$ cat src/rtl/uart_tx_bridge_pkg.sv
// Shared definitions for the UART transmit bridge: cursor key codes, the
// escape-sequence bytes they expand into, and the write/read FSM encodings.
package uart_tx_bridge_pkg;

    localparam logic [7:0] KEY_UP         = 8'h80;
    localparam logic [7:0] KEY_DOWN       = 8'h81;
    localparam logic [7:0] KEY_RIGHT      = 8'h82;
    localparam logic [7:0] KEY_LEFT       = 8'h83;
    localparam logic [7:0] ASCII_ESC      = 8'h1B;
    localparam logic [7:0] ASCII_LBRACKET = 8'h5B;
    localparam logic [7:0] ASCII_A        = 8'h41;

    typedef enum logic [1:0] {
        W_IDLE,
        W_ESC1,
        W_ESC2
    } wr_state_e;

    typedef enum logic {
        R_IDLE,
        R_HOLD
    } rd_state_e;

    // Cursor keys occupy 0x80..0x83, so only the low two bits differ.
    function automatic logic is_cursor_key(input logic [7:0] code);
        return code[7:2] == KEY_UP[7:2];
    endfunction

endpackage

$ cat src/rtl/uart_tx_bridge_byte_fifo.sv
// byte_fifo: synchronous FIFO, power-of-two depth, async active-low reset.
// Ports: push/din write, pop read; head is the oldest entry and is valid
// combinationally whenever empty is low; level is the occupancy (0..DEPTH).
// Pushes while full and pops while empty are ignored.
module byte_fifo #(
    parameter int DEPTH = 16,
    parameter int WIDTH = 8
) (
    input  logic                       clk,
    input  logic                       rst,
    input  logic                       push,
    input  logic [WIDTH-1:0]           din,
    input  logic                       pop,
    output logic [WIDTH-1:0]           head,
    output logic [$clog2(DEPTH):0]     level,
    output logic                       full,
    output logic                       empty
);
    localparam int AW = $clog2(DEPTH);

    logic [WIDTH-1:0] mem_q [DEPTH];
    logic [AW-1:0]    wr_ptr_q, wr_ptr_d;
    logic [AW-1:0]    rd_ptr_q, rd_ptr_d;
    logic [AW:0]      level_q, level_d;
    logic             do_push, do_pop;

    assign full    = (level_q == (AW+1)'(DEPTH));
    assign empty   = (level_q == '0);
    assign do_push = push && !full;
    assign do_pop  = pop && !empty;
    assign head    = mem_q[rd_ptr_q];
    assign level   = level_q;

    always_comb begin
        wr_ptr_d = do_push ? wr_ptr_q + AW'(1) : wr_ptr_q;
        rd_ptr_d = do_pop  ? rd_ptr_q + AW'(1) : rd_ptr_q;
        level_d  = level_q;
        if (do_push && !do_pop)      level_d = level_q + (AW+1)'(1);
        else if (do_pop && !do_push) level_d = level_q - (AW+1)'(1);
    end

    always_ff @(posedge clk or negedge rst) begin
        if (!rst) begin
            wr_ptr_q <= '0;
            rd_ptr_q <= '0;
            level_q  <= '0;
        end else begin
            wr_ptr_q <= wr_ptr_d;
            rd_ptr_q <= rd_ptr_d;
            level_q  <= level_d;
        end
    end

    // Storage needs no reset: emptiness is tracked by level_q alone.
    always_ff @(posedge clk) begin
        if (do_push) mem_q[wr_ptr_q] <= din;
    end

endmodule

$ cat src/rtl/uart_tx_bridge.sv
// uart_tx_bridge: merges keyboard bytes and parser response bytes into one
// FIFO (optionally expanding cursor keys into ESC [ A..D) and drains it to the
// UART transmitter one byte per idle window.
// Ports: key_valid/key_code (pulse, no backpressure), resp_valid/resp_data/
// resp_ready (handshake), tx_busy in, tx_start/tx_data out, fifo_level and
// saturating drop_count status. rst is async active-low.
module uart_tx_bridge
    import uart_tx_bridge_pkg::*;
#(
    parameter int FIFO_DEPTH = 16,
    parameter int ESC_EXPAND = 1,
    parameter int DROP_W     = 8
) (
    input  logic                            clk,
    input  logic                            rst,
    input  logic                            key_valid,
    input  logic [7:0]                      key_code,
    input  logic                            resp_valid,
    input  logic [7:0]                      resp_data,
    output logic                            resp_ready,
    input  logic                            tx_busy,
    output logic                            tx_start,
    output logic [7:0]                      tx_data,
    output logic [$clog2(FIFO_DEPTH):0]     fifo_level,
    output logic [DROP_W-1:0]               drop_count
);
    localparam int LW = $clog2(FIFO_DEPTH) + 1;

    wr_state_e         wr_state_q, wr_state_d;
    rd_state_e         rd_state_q, rd_state_d;
    logic [1:0]        dir_q, dir_d;
    logic [DROP_W-1:0] drop_q, drop_d;
    logic [7:0]        txd_q, txd_d;

    logic              push, pop, fifo_full, fifo_empty, expand, drop_evt;
    logic [7:0]        din, head;
    logic [LW-1:0]     free_slots, need;

    byte_fifo #(.DEPTH(FIFO_DEPTH), .WIDTH(8)) u_fifo (
        .clk   (clk),
        .rst   (rst),
        .push  (push),
        .din   (din),
        .pop   (pop),
        .head  (head),
        .level (fifo_level),
        .full  (fifo_full),
        .empty (fifo_empty)
    );

    assign expand     = (ESC_EXPAND != 0) && is_cursor_key(key_code);
    assign need       = expand ? LW'(3) : LW'(1);
    // Registered level only: a pop in this same cycle earns no credit.
    assign free_slots = LW'(FIFO_DEPTH) - fifo_level;
    // Keys win the write port; a waiting response simply holds.
    assign resp_ready = rst && (wr_state_q == W_IDLE) && !key_valid && !fifo_full;
    assign drop_count = drop_q;

    // Write side: single byte, or the three escape bytes on consecutive cycles.
    always_comb begin
        wr_state_d = wr_state_q;
        dir_d      = dir_q;
        drop_d     = drop_q;
        push       = 1'b0;
        din        = 8'h00;
        drop_evt   = 1'b0;
        case (wr_state_q)
            W_IDLE: begin
                if (key_valid) begin
                    if (free_slots >= need) begin
                        push = 1'b1;
                        if (expand) begin
                            din        = ASCII_ESC;
                            dir_d      = key_code[1:0];
                            wr_state_d = W_ESC1;
                        end else begin
                            din = key_code;
                        end
                    end else begin
                        drop_evt = 1'b1;
                    end
                end else if (resp_valid && resp_ready) begin
                    push = 1'b1;
                    din  = resp_data;
                end
            end
            W_ESC1: begin
                push       = 1'b1;
                din        = ASCII_LBRACKET;
                drop_evt   = key_valid;
                wr_state_d = W_ESC2;
            end
            W_ESC2: begin
                push       = 1'b1;
                din        = ASCII_A + {6'b0, dir_q};
                drop_evt   = key_valid;
                wr_state_d = W_IDLE;
            end
            default: wr_state_d = W_IDLE;
        endcase
        if (drop_evt && (drop_q != '1)) drop_d = drop_q + DROP_W'(1);
    end

    // Read side: start is combinational so tx_data is valid in the start cycle;
    // R_HOLD masks the cycle before the transmitter raises busy.
    always_comb begin
        rd_state_d = rd_state_q;
        txd_d      = txd_q;
        pop        = 1'b0;
        case (rd_state_q)
            R_IDLE: begin
                if (!fifo_empty && !tx_busy) begin
                    pop        = 1'b1;
                    txd_d      = head;
                    rd_state_d = R_HOLD;
                end
            end
            R_HOLD:  rd_state_d = R_IDLE;
            default: rd_state_d = R_IDLE;
        endcase
    end

    assign tx_start = pop;
    assign tx_data  = txd_d;

    always_ff @(posedge clk or negedge rst) begin
        if (!rst) begin
            wr_state_q <= W_IDLE;
            rd_state_q <= R_IDLE;
            dir_q      <= 2'b00;
            drop_q     <= '0;
            txd_q      <= 8'h00;
        end else begin
            wr_state_q <= wr_state_d;
            rd_state_q <= rd_state_d;
            dir_q      <= dir_d;
            drop_q     <= drop_d;
            txd_q      <= txd_d;
        end
    end

endmodule

$ cat config.mk
export PLATFORM = sky130hd
export DESIGN_NAME = uart_tx_bridge
export DESIGN_NICKNAME = d
export VERILOG_FILES = /design/src/rtl/uart_tx_bridge_pkg.sv /design/src/rtl/uart_tx_bridge_byte_fifo.sv /design/src/rtl/uart_tx_bridge.sv
export SDC_FILE = /design/constraint.sdc
export NUM_CORES = 1
export LEC_CHECK = 0
export CAP_MARGIN = 20
export CORE_MARGIN = 4
export CORE_UTILIZATION = 45
export CTS_BUF_LIST = sky130_fd_sc_hd__clkbuf_8
export DETAILED_ROUTE_END_ITERATION = 16
export GPL_ROUTABILITY_DRIVEN = 1
export GPL_TIMING_DRIVEN = 0
export PLACE_DENSITY = 0.77
export SETUP_SLACK_MARGIN = 0.5
export SYNTH_ARGS = -nofsm -noshare
export SYNTH_HDL_FRONTEND = slang
export SYNTH_SLANG_ARGS = --single-unit
$ cat constraint.sdc
create_clock -name clk -period 3.1 [get_ports clk]
set_input_delay 0.465 -clock clk [delete_from_list [all_inputs] [get_ports clk]]
set_output_delay 0.465 -clock clk [all_outputs]
set_load 0.05 [all_outputs]
[Yosys cells after proc, flatten, opt, wreduce, memory -nomap -nowiden]
Memory sizes are Yosys's and may differ from the RTL's.
Index checks and enable logic that the tools add are counted.
Widths: inputs -> output; s select.
Storage, ports and cells
  memories kept: 1
  output and inout port bits: 23
  latch bits: 0
  bits of input ports: 21
  register bits after elaboration: 34
  memory bits (writable): 128
  ROM bits: 0
Operators by class
  bitwise gates (word level): 1
  div/mod/pow operators: 0
  $lt $le $gt $ge: 1
  mux-type cells: 26
  eq/ne operators: 8
  reduce and logical (&&, ||, !) cells: 22
  shifts and indexed selects: 0
  $mul: 0
  add/sub/neg operators: 7
Memory list
  u_fifo.mem_q: depth 16, width 8, read ports 1, clocked after Yosys merged registers in 0, wr ports 1, RTL line uart_tx_bridge_byte_fifo.sv:21  | logic [WIDTH-1:0] mem_q [DEPTH];
Operator list (number)
  $mux 8: 6
  $pmux 8 s3: 1
  $logic_and 1x1->1: 10
  $mux 5: 2
  $mux 1: 9
  $add 4x1->4 const B: 2
  $add 7x2->8 const A: 1
  $add 8x1->8 const B: 1
  $mux 2: 4
  $ne 8x8->1 const B: 1
  $eq 6x6->1 const B: 1
  $logic_not 1->1: 6
  $pmux 1 s2: 3
  $add 5x1->5 const B: 1
  $eq 5x5->1 const B: 1
  $ge 5x2->1: 1
  $logic_not 5->1: 1
  $sub 5x1->5 const B: 1
  $sub 5x5->5 const A: 1
  $ne 2x2->1 const B: 2
  $pmux 2 s2: 1
  $reduce_and 4->1: 1
  $reduce_and 3->1: 1
  $eq 2x1->1 const B: 1
  6 further kinds: 6

[Logic depth before layout (Yosys ltp)]
Gate-level depths: netlist of run 1.
  depth in word-level cells: 13
  depth in mapped cells: 16
  depth with buffers taken out: 16

[Hierarchy]
From an unflattened synthesis of run 1, not the netlist that was laid out.
Second synthesis, totals
  cells, all modules: 444
  area, all modules: 7120.6 µm²
By module, submodules not included
  byte_fifo: cells each 322, area each 5774.3 µm², times used 1
  uart_tx_bridge: cells each 122, area each 1346.3 µm², times used 1

[Least setup slack after synthesis of run 1]
No wires, ideal clock.
  kind: flip-flop to output port
  start point: register u_fifo.level_q[0] (netlist: u_fifo.level[0])
  end point: output port tx_data[0]
  slack: -0.983 ns
  buffers on the path: 0
  arrival: 3.618 ns
  stages on the path, launching flop included: 9
  cell sequence: dfrtp_1 > inv_1 > ha_1 > nor3b_1 > ha_1 > or3_1 > inv_1 > nand2b_1 > o21ai_0
Between the ends
  word-level cells in the longest chain between the ends: 5
Ends and longest elaborated chain
  start: declaration: RTL line uart_tx_bridge_byte_fifo.sv:24  | logic [AW:0] level_q, level_d;
  start signal: assignment: RTL line uart_tx_bridge_byte_fifo.sv:50  | level_q <= level_d;
  $logic_not 5->1: RTL line uart_tx_bridge_byte_fifo.sv:28  | assign empty = (level_q == '0);
  $logic_not 1->1: RTL line uart_tx_bridge.sv:112  | if (!fifo_empty && !tx_busy) begin
  $logic_and 1x1->1: RTL line uart_tx_bridge.sv:112
  $mux 8: RTL line uart_tx_bridge.sv:112
  $mux 8: RTL line uart_tx_bridge.sv:110  | case (rd_state_q)
  end: declaration: RTL line uart_tx_bridge.sv:23  | output logic [7:0] tx_data,
No other way between the ends.

[Final worst setup path of run 1]
  start point: register u_fifo.level_q[0] (netlist: u_fifo.level[0])
  end point: memory u_fifo.mem_q[0][6] (data pin)
Between the ends
  word-level cells in the longest chain between the ends: 7
  elaborated cells between the ends (all ways): 10
Ends and longest elaborated chain
  branches (longest 5 deep; another with $sub 5x5->5)
  $mux 8 *: RTL line uart_tx_bridge.sv:69  | if (key_valid) begin
  $pmux 8 s3 *: RTL line uart_tx_bridge.sv:67  | case (wr_state_q)
  net din[6]: RTL line uart_tx_bridge.sv:36  | logic [7:0] din, head;
  end: declaration: RTL line uart_tx_bridge_byte_fifo.sv:21
Mark *: on every way through the listed nets, which the timed path passes.

==> results.json, run 1 <==
{
  "grt_max_degree": 37,
  "grt_use_total_pct": 18.0,
  "synth_common_cells": "edfxtp_1 (128), dfrtp_1 (34), mux4_2 (32)",
  "htreeDepth": 4,
  "skew_ns": 0.0139,
  "drive_above_1_share_pct": 41.6,
  "tritoncts": "built",
  "grt_pass1_wl_mm": 23.9,
  "routed_wl_mm": 15.5,
  "rows": 45,
  "synth.area.top_cells": "edfxtp_1 (55%), dfrtp_1 (12%), mux4_2 (10%), ha_1 (3.8%), mux2i_1 (2.6%)",
  "dr.first_iter.drc_count": 354,
  "cts-hold-fix-buffers": 0,
  "clock_latency_ns": 0.46,
  "reg2regPathDepth": 17,
  "clk_pin_slew_worst_paths_ns": 0.09,
  "finalSetupTns_ns": 0,
  "finalPower_w": 0.0101,
  "syn2layout_area_growth_pct": 31.3,
  "ios": 44,
  "wl_per_cell_um": 21.3,
  "async_reset_ff_share_pct": 21.0,
  "end_kind": "register",
  "ys_warn_count": 0,
  "cts_buffer_depth": 2,
  "synth_largest_area_cell": "edfxtp_1",
  "grt_pass1_vias": 4333,
  "max-slew-margin-rel_pct": 39.5,
  "finalHoldViolations": 0,
  "path_class": "register to register",
  "core_um2": 15200,
  "clock-root-buffer": "clkbuf_8",
  "fillers": 1071,
  "min_period_over_period_pct": 98.7,
  "fmax_mhz": 327,
  "setup_viol": 0,
  "max_cap_violations": 0,
  "status": "complete, no violations",
  "syn_inst": 419,
  "fin_crit_ns": 3.06,
  "synth_area_um2": 6960,
  "pre_cts_ws_ns": -0.850,
  "die_area_um2": 17500,
  "seq_area_frac_synth_pct": 67.4,
  "dr.pass1.iters": 5,
  "worstHoldPathType": "input pin to async pin",
  "die_h_um": 132,
  "die_x_um": 132,
  "dp_hpwl_mm": 9.43,
  "start_kind": "register",
  "synth-seq-cells": 162,
  "drv_slew": 0,
  "num_vias": 4117,
  "worstPathArrival_ns": 3.22,
  "crit_slowest_cell": "dfrtp_4",
  "vdd_drop_max_mv": 0.602,
  "critPathTopFamily": "buffers and inverters",
  "via_per_inst": 5.66,
  "initial_utilization_pct": 45.8,
  "place_congestion": 0.839,
  "nets": 570,
  "diodes": 0,
  "synth_most_common_cell": "edfxtp_1",
  "clock-sinks": 162,
  "r2r_slack_ns": 0.04,
  "synth_top_area_share_pct": 55.2,
  "worst_pin_slew_ns": 0.908,
  "syn_avg_cell_area_um2": 16.6,
  "synth_edf_count": 128,
  "ys_types": 47,
  "rsz0062_at_grt": "yes",
  "antenna_found_initial": 1,
  "grt_overflow": 0,
  "cpPeakStageDelay_ns": 0.49,
  "synth_nets": 462,
  "worst_slack_ns": 0.0414,
  "portBuffers": 42,
  "power_leakage_nw": 3.22,
  "cp_max_fo": 16,
  "cp_common_cell": "buf_4",
  "timing.rr.start": "u_fifo.level[0]",
  "crit_chain": "inv_4, ha_4, nor3b_4, buf_4, ha_4, nand4b_1, nand2_2, buf_4, buf_4, buf_4, buf_4, buf_4, buf_4, buf_4, buf_4, a21oi_2, nor2_4",
  "p_per_area_nw_per_um2": 1110,
  "route.detailed.drc": 0,
  "r2r-end": "u_fifo.mem_q[0][6]",
  "crit_buf_inv": 10,
  "cts_buffers": 17,
  "required_ns": 3.26,
  "ant_nets": 0,
  "synthFlopType": "edfxtp_1"
}
[layout make-up]
cell class	count	area (um^2)	area share, %
Clock inverter	14	116	1.27
Buffer	15	93.8	1.03
Tap cell	188	235	2.57
Sequential cell	162	4700	51.4
Clock buffer	17	234	2.56
Inverter	12	53.8	0.589
Timing Repair Buffer	89	937	10.3
Multi-Input combinational cell	230	2770	30.3
[cells in the final DEF, fill, tap and decap left out, types with 7 or more instances in the layout]
master / n
a21oi_2: 9
buf_12: 11
buf_4: 33
buf_6: 14
clkbuf_8: 17
clkdlybuf4s50_1: 28
dfrtp_1: 32
edfxtp_1: 128
ha_1: 15
inv_1: 8
mux2i_1: 11
mux2i_2: 7
mux4_2: 32
nand2_1: 18
nor2_4: 22
o21ai_4: 14
xnor2_1: 8
xor2_1: 8
[stage by stage]
step                utilization, %  hold slack, ns  cells  cell area (um^2)
detailed placement            51.7           0.496    649              7860
CTS                           58.3           0.142    711              8860
global placement              51.7           0.493    649              7870
finish                        60.1           0.124    727              9140
global route                  60.1           0.167    727              9140
floorplan                        -           0.169    419              7210
[worst register-to-register path, cell delays in order, from the launching register on]
cell and delay, ns:
dfrtp_4 0.49, inv_4 0.07, ha_4 0.12, nor3b_4 0.22, buf_4 0.16, ha_4 0.15, nand4b_1 0.14, nand2_2 0.09
buf_4 0.14, buf_4 0.12, buf_4 0.12, buf_4 0.12, buf_4 0.12, buf_4 0.12, buf_4 0.12, buf_4 0.13
a21oi_2 0.21, nor2_4 0.14
[report_power, final]
| group | switching, W | leakage, nW | internal, W |
|---|---|---|---|
| combinational | 0.00300 | 1.47 | 0.00233 |
| clock | 0.000773 | 0.167 | 0.000623 |
| sequential | 0.000274 | 1.58 | 0.00314 |
| total | 0.00405 | 3.22 | 0.00609 |
[layer usage]
| layer | GRT usage [%] | up-vias | wire (um) |
|---|---|---|---|
| li1 | - | 1841 | - |
| met1 | 24.0 | 2112 | 6270 |
| met2 | 29.4 | 138 | 8030 |
| met3 | 5.23 | 24 | 946 |
| met4 | 4.50 | 2 | 220 |
| met5 | 0 | - | 13 |
[kinds of logic after synthesis]
kind of cell,share of synthesized area (%)
adders and majority gates,4.06
AOI/OAI and AO/OA,5.09
and+or+nand+nor,5.90
DFF,67.4
buffers and inverters,1.56
xor gates and xnor gates,2.14
muxes,13.8
[how the worst max path moves through the flow]
stage | slack, ns | from | to | cells after the start
final | 0.04 | u_fifo.level[0] | u_fifo.mem_q[0][6] | 17
after global routing | -0.07 | u_fifo.level[0] | u_fifo.level[4] | 17
after CTS | 0.06 | u_fifo.level[0] | tx_data[6] | 11
after detailed placement | -0.85 | key_code[2] | u_fifo.level[4] | 16
after global placement | -1.19 | rst | u_fifo.level[4] | 13
after floorplan | -0.08 | u_fifo.level[0] | u_fifo.level[4] | 16
[sequential cells by signal, indices dropped and copies added (netlist names)]
register,cells
dir_q,2
u_fifo.rd_ptr_q,4
u_fifo.wr_ptr_q,4
rd_state_q,1
drop_count,8
u_fifo.level,5
u_fifo.mem_q,128
wr_state_q,2
txd_q,8
[what timing repair did]
action                     CTS  global route
resized for setup          164            15
buffers inserted            31            16
pin swaps                   25            20
setup endpoints to repair  273           271
(Power assumes the default switching activity.)
==> inputs of run 2 (changes only) <==
--- a/config.mk
+++ b/config.mk
@@ -13,6 +13,7 @@
 export GPL_ROUTABILITY_DRIVEN = 1
 export GPL_TIMING_DRIVEN = 0
 export PLACE_DENSITY = 0.77
+export REMOVE_ABC_BUFFERS = 1
 export SETUP_SLACK_MARGIN = 0.5
 export SYNTH_ARGS = -nofsm -noshare
 export SYNTH_HDL_FRONTEND = slang
==> results.json, run 2 (synthesis results as in run 1) <==
{
  "rows": 45,
  "wl_met3_um": 701,
  "pre_cts_ws_ns": -1.09,
  "route.detailed.drc": 0,
  "die_x_um": 132,
  "core_um2": 15200,
  "cp_max_fo": 3,
  "fillers": 1089,
  "dr_wl_met2_mm": 7.66,
  "grt_use_total_pct": 17.3,
  "routed_wl_mm": 15.1,
  "p_per_area_nw_per_um2": 1130,
  "cts_buffers": 17,
  "power_leakage_nw": 3.21,
  "grt_overflow": 0,
  "regMostFlops": "u_fifo.mem_q",
  "drive_above_1_share_pct": 37.8,
  "portBuffers": 43,
  "dr.pass1.iters": 4,
  "fin_crit_ns": 3.05,
  "tritoncts": "built",
  "start_kind": "register",
  "path_class": "register to register",
  "syn2layout_area_growth_pct": 28.2,
  "die_h_um": 132,
  "worst_pin_slew_ns": 1.05,
  "worstPathArrival_ns": 3.38,
  "r2r_slack_ns": 0.05,
  "dp.cells": 640,
  "setup_viol": 0,
  "max-slew-margin-rel_pct": 29.9,
  "worstHoldPathType": "input pin to async pin",
  "pwr-share-comb_pct": 51.6,
  "power_switching_w": 0.00392,
  "clock-sinks": 162,
  "whs_ns": 0.124,
  "die_area_um2": 17500,
  "htreeDepth": 4,
  "p_seq_share_pct": 35.2,
  "clock-root-buffer": "clkbuf_8",
  "clock_latency_ns": 0.44,
  "pwr-share-clk_pct": 13.3,
  "stdcell_area_um2": 8920,
  "end_kind": "register",
  "num_vias": 4035,
  "fin_cells": 717,
  "ant_nets": 0,
  "dp_hpwl_mm": 9.28,
  "status": "complete, no violations",
  "cts_buffer_depth": 2,
  "grt_pass1_vias": 4230,
  "power.internal_w": 0.00613,
  "layout.cells.most_common_list": "edfxtp_1 (128), mux4_2 (32), buf_4 (31)",
  "finalHoldViolations": 0,
  "rsz0062_at_grt": "yes",
  "wl_per_cell_um": 21.0,
  "min_period_over_period_pct": 98.5,
  "clk_pin_slew_worst_paths_ns": 0.09,
  "ios": 44,
  "grt_max_degree": 37,
  "dr.first_iter.drc_count": 372,
  "vdd_drop_max_mv": 0.928,
  "largest_register_ffs": 128,
  "grt_pass1_wl_mm": 23.1,
  "nets": 559,
  "fmax_mhz": 327,
  "final_common_cell": "edfxtp_1",
  "diodes": 0,
  "initial_utilization_pct": 45.8,
  "place_area_um2": 7610,
  "swShare_pct": 39.0,
  "place_congestion": 0.799,
  "top_layer": "met4",
  "drv_slew": 0,
  "skew_ns": 0.0144,
  "worst_slack_ns": 0.0460,
  "via_per_inst": 5.63,
  "required_ns": 3.43,
  "wl_met1_mm": 6.48,
  "antenna_found_initial": 0,
  "finalPower_w": 0.0100,
  "max_cap_violations": 0,
  "cts-hold-fix-buffers": 0
}
==> run 2: area by class of cell <==
class                           instances  area (um^2)  area share (%)
Tap cell                              188          235            2.64
Timing Repair Buffer                   93          976            10.9
Clock buffer                           17          234            2.62
Sequential cell                       162         4700            52.7
Clock inverter                         15          103            1.15
Inverter                               12         60.1           0.673
Multi-Input combinational cell        230         2610            29.3
==> run 2: path summary, 6_finish.rpt <==
| path | startpoint | endpoint | depth (start not counted) |
|---|---|---|---|
| worst max-delay path | u_fifo.level[1] | u_fifo.level[4] | 16 |
| worst min-delay path | rst | txd_q[1] | 1 |
| worst max register to register | u_fifo.level[1] | u_fifo.level[4] | 16 |
| worst min register to register | txd_q[2] | txd_q[2] | 2 |
| max in group asynchronous | rst | u_fifo.rd_ptr_q[1] | 1 |
| min in group clk | txd_q[2] | txd_q[2] | 2 |
==> run 2: worst max-delay path, stage by stage (launching register included) <==
cell	delay (ns)
dfrtp_2	0.43
inv_2	0.08
ha_4	0.13
nor3b_4	0.20
ha_1	0.25
nor2b_1	0.13
o2111a_2	0.17
a21boi_4	0.21
o21a_4	0.16
ha_4	0.14
inv_4	0.05
fa_2	0.33
a21o_1	0.19
a21oi_2	0.14
xnor2_1	0.14
nor2_1	0.08
xnor2_1	0.13
==> run 2: per-layer routing <==
metal	up-vias	global-route usage [%]
met4	0	5.54
li1	1823	-
met5	-	0
met2	128	27.3
met3	15	4.54
met1	2069	23.7
==> run 2: power by group through the flow <==
stage / Clock, W / Sequential [W] / Combinational (W)
6_report: 0.00133 / 0.00353 / 0.00518
5_1_grt: 0.00147 / 0.00358 / 0.00551
4_1_cts: 0.00136 / 0.00353 / 0.00460
3_5_place_dp: 0 / 0.00363 / 0.00354
3_3_place_gp: 0 / 0.00370 / 0.00329
2_1_floorplan: 0 / 0.00379 / 0.00221
==> run 2: timing repair <==
| item | CTS | global route |
|---|---|---|
| setup buffers | 26 | 17 |
| cloned | 1 | 1 |
| resized for setup | 186 | 35 |
| endpoints found under the setup margin | 283 | 213 |
| pin swaps | 29 | 23 |
==> run 2: through the flow <==
stage | utilization [%] | TNS, ns
after CTS | 56.4 | 0
after global placement | 49.7 | -294.07
after floorplan | - | -22.70
final | 58.7 | 0
after global routing | 58.7 | -0.590
after detailed placement | 50.1 | -185.58
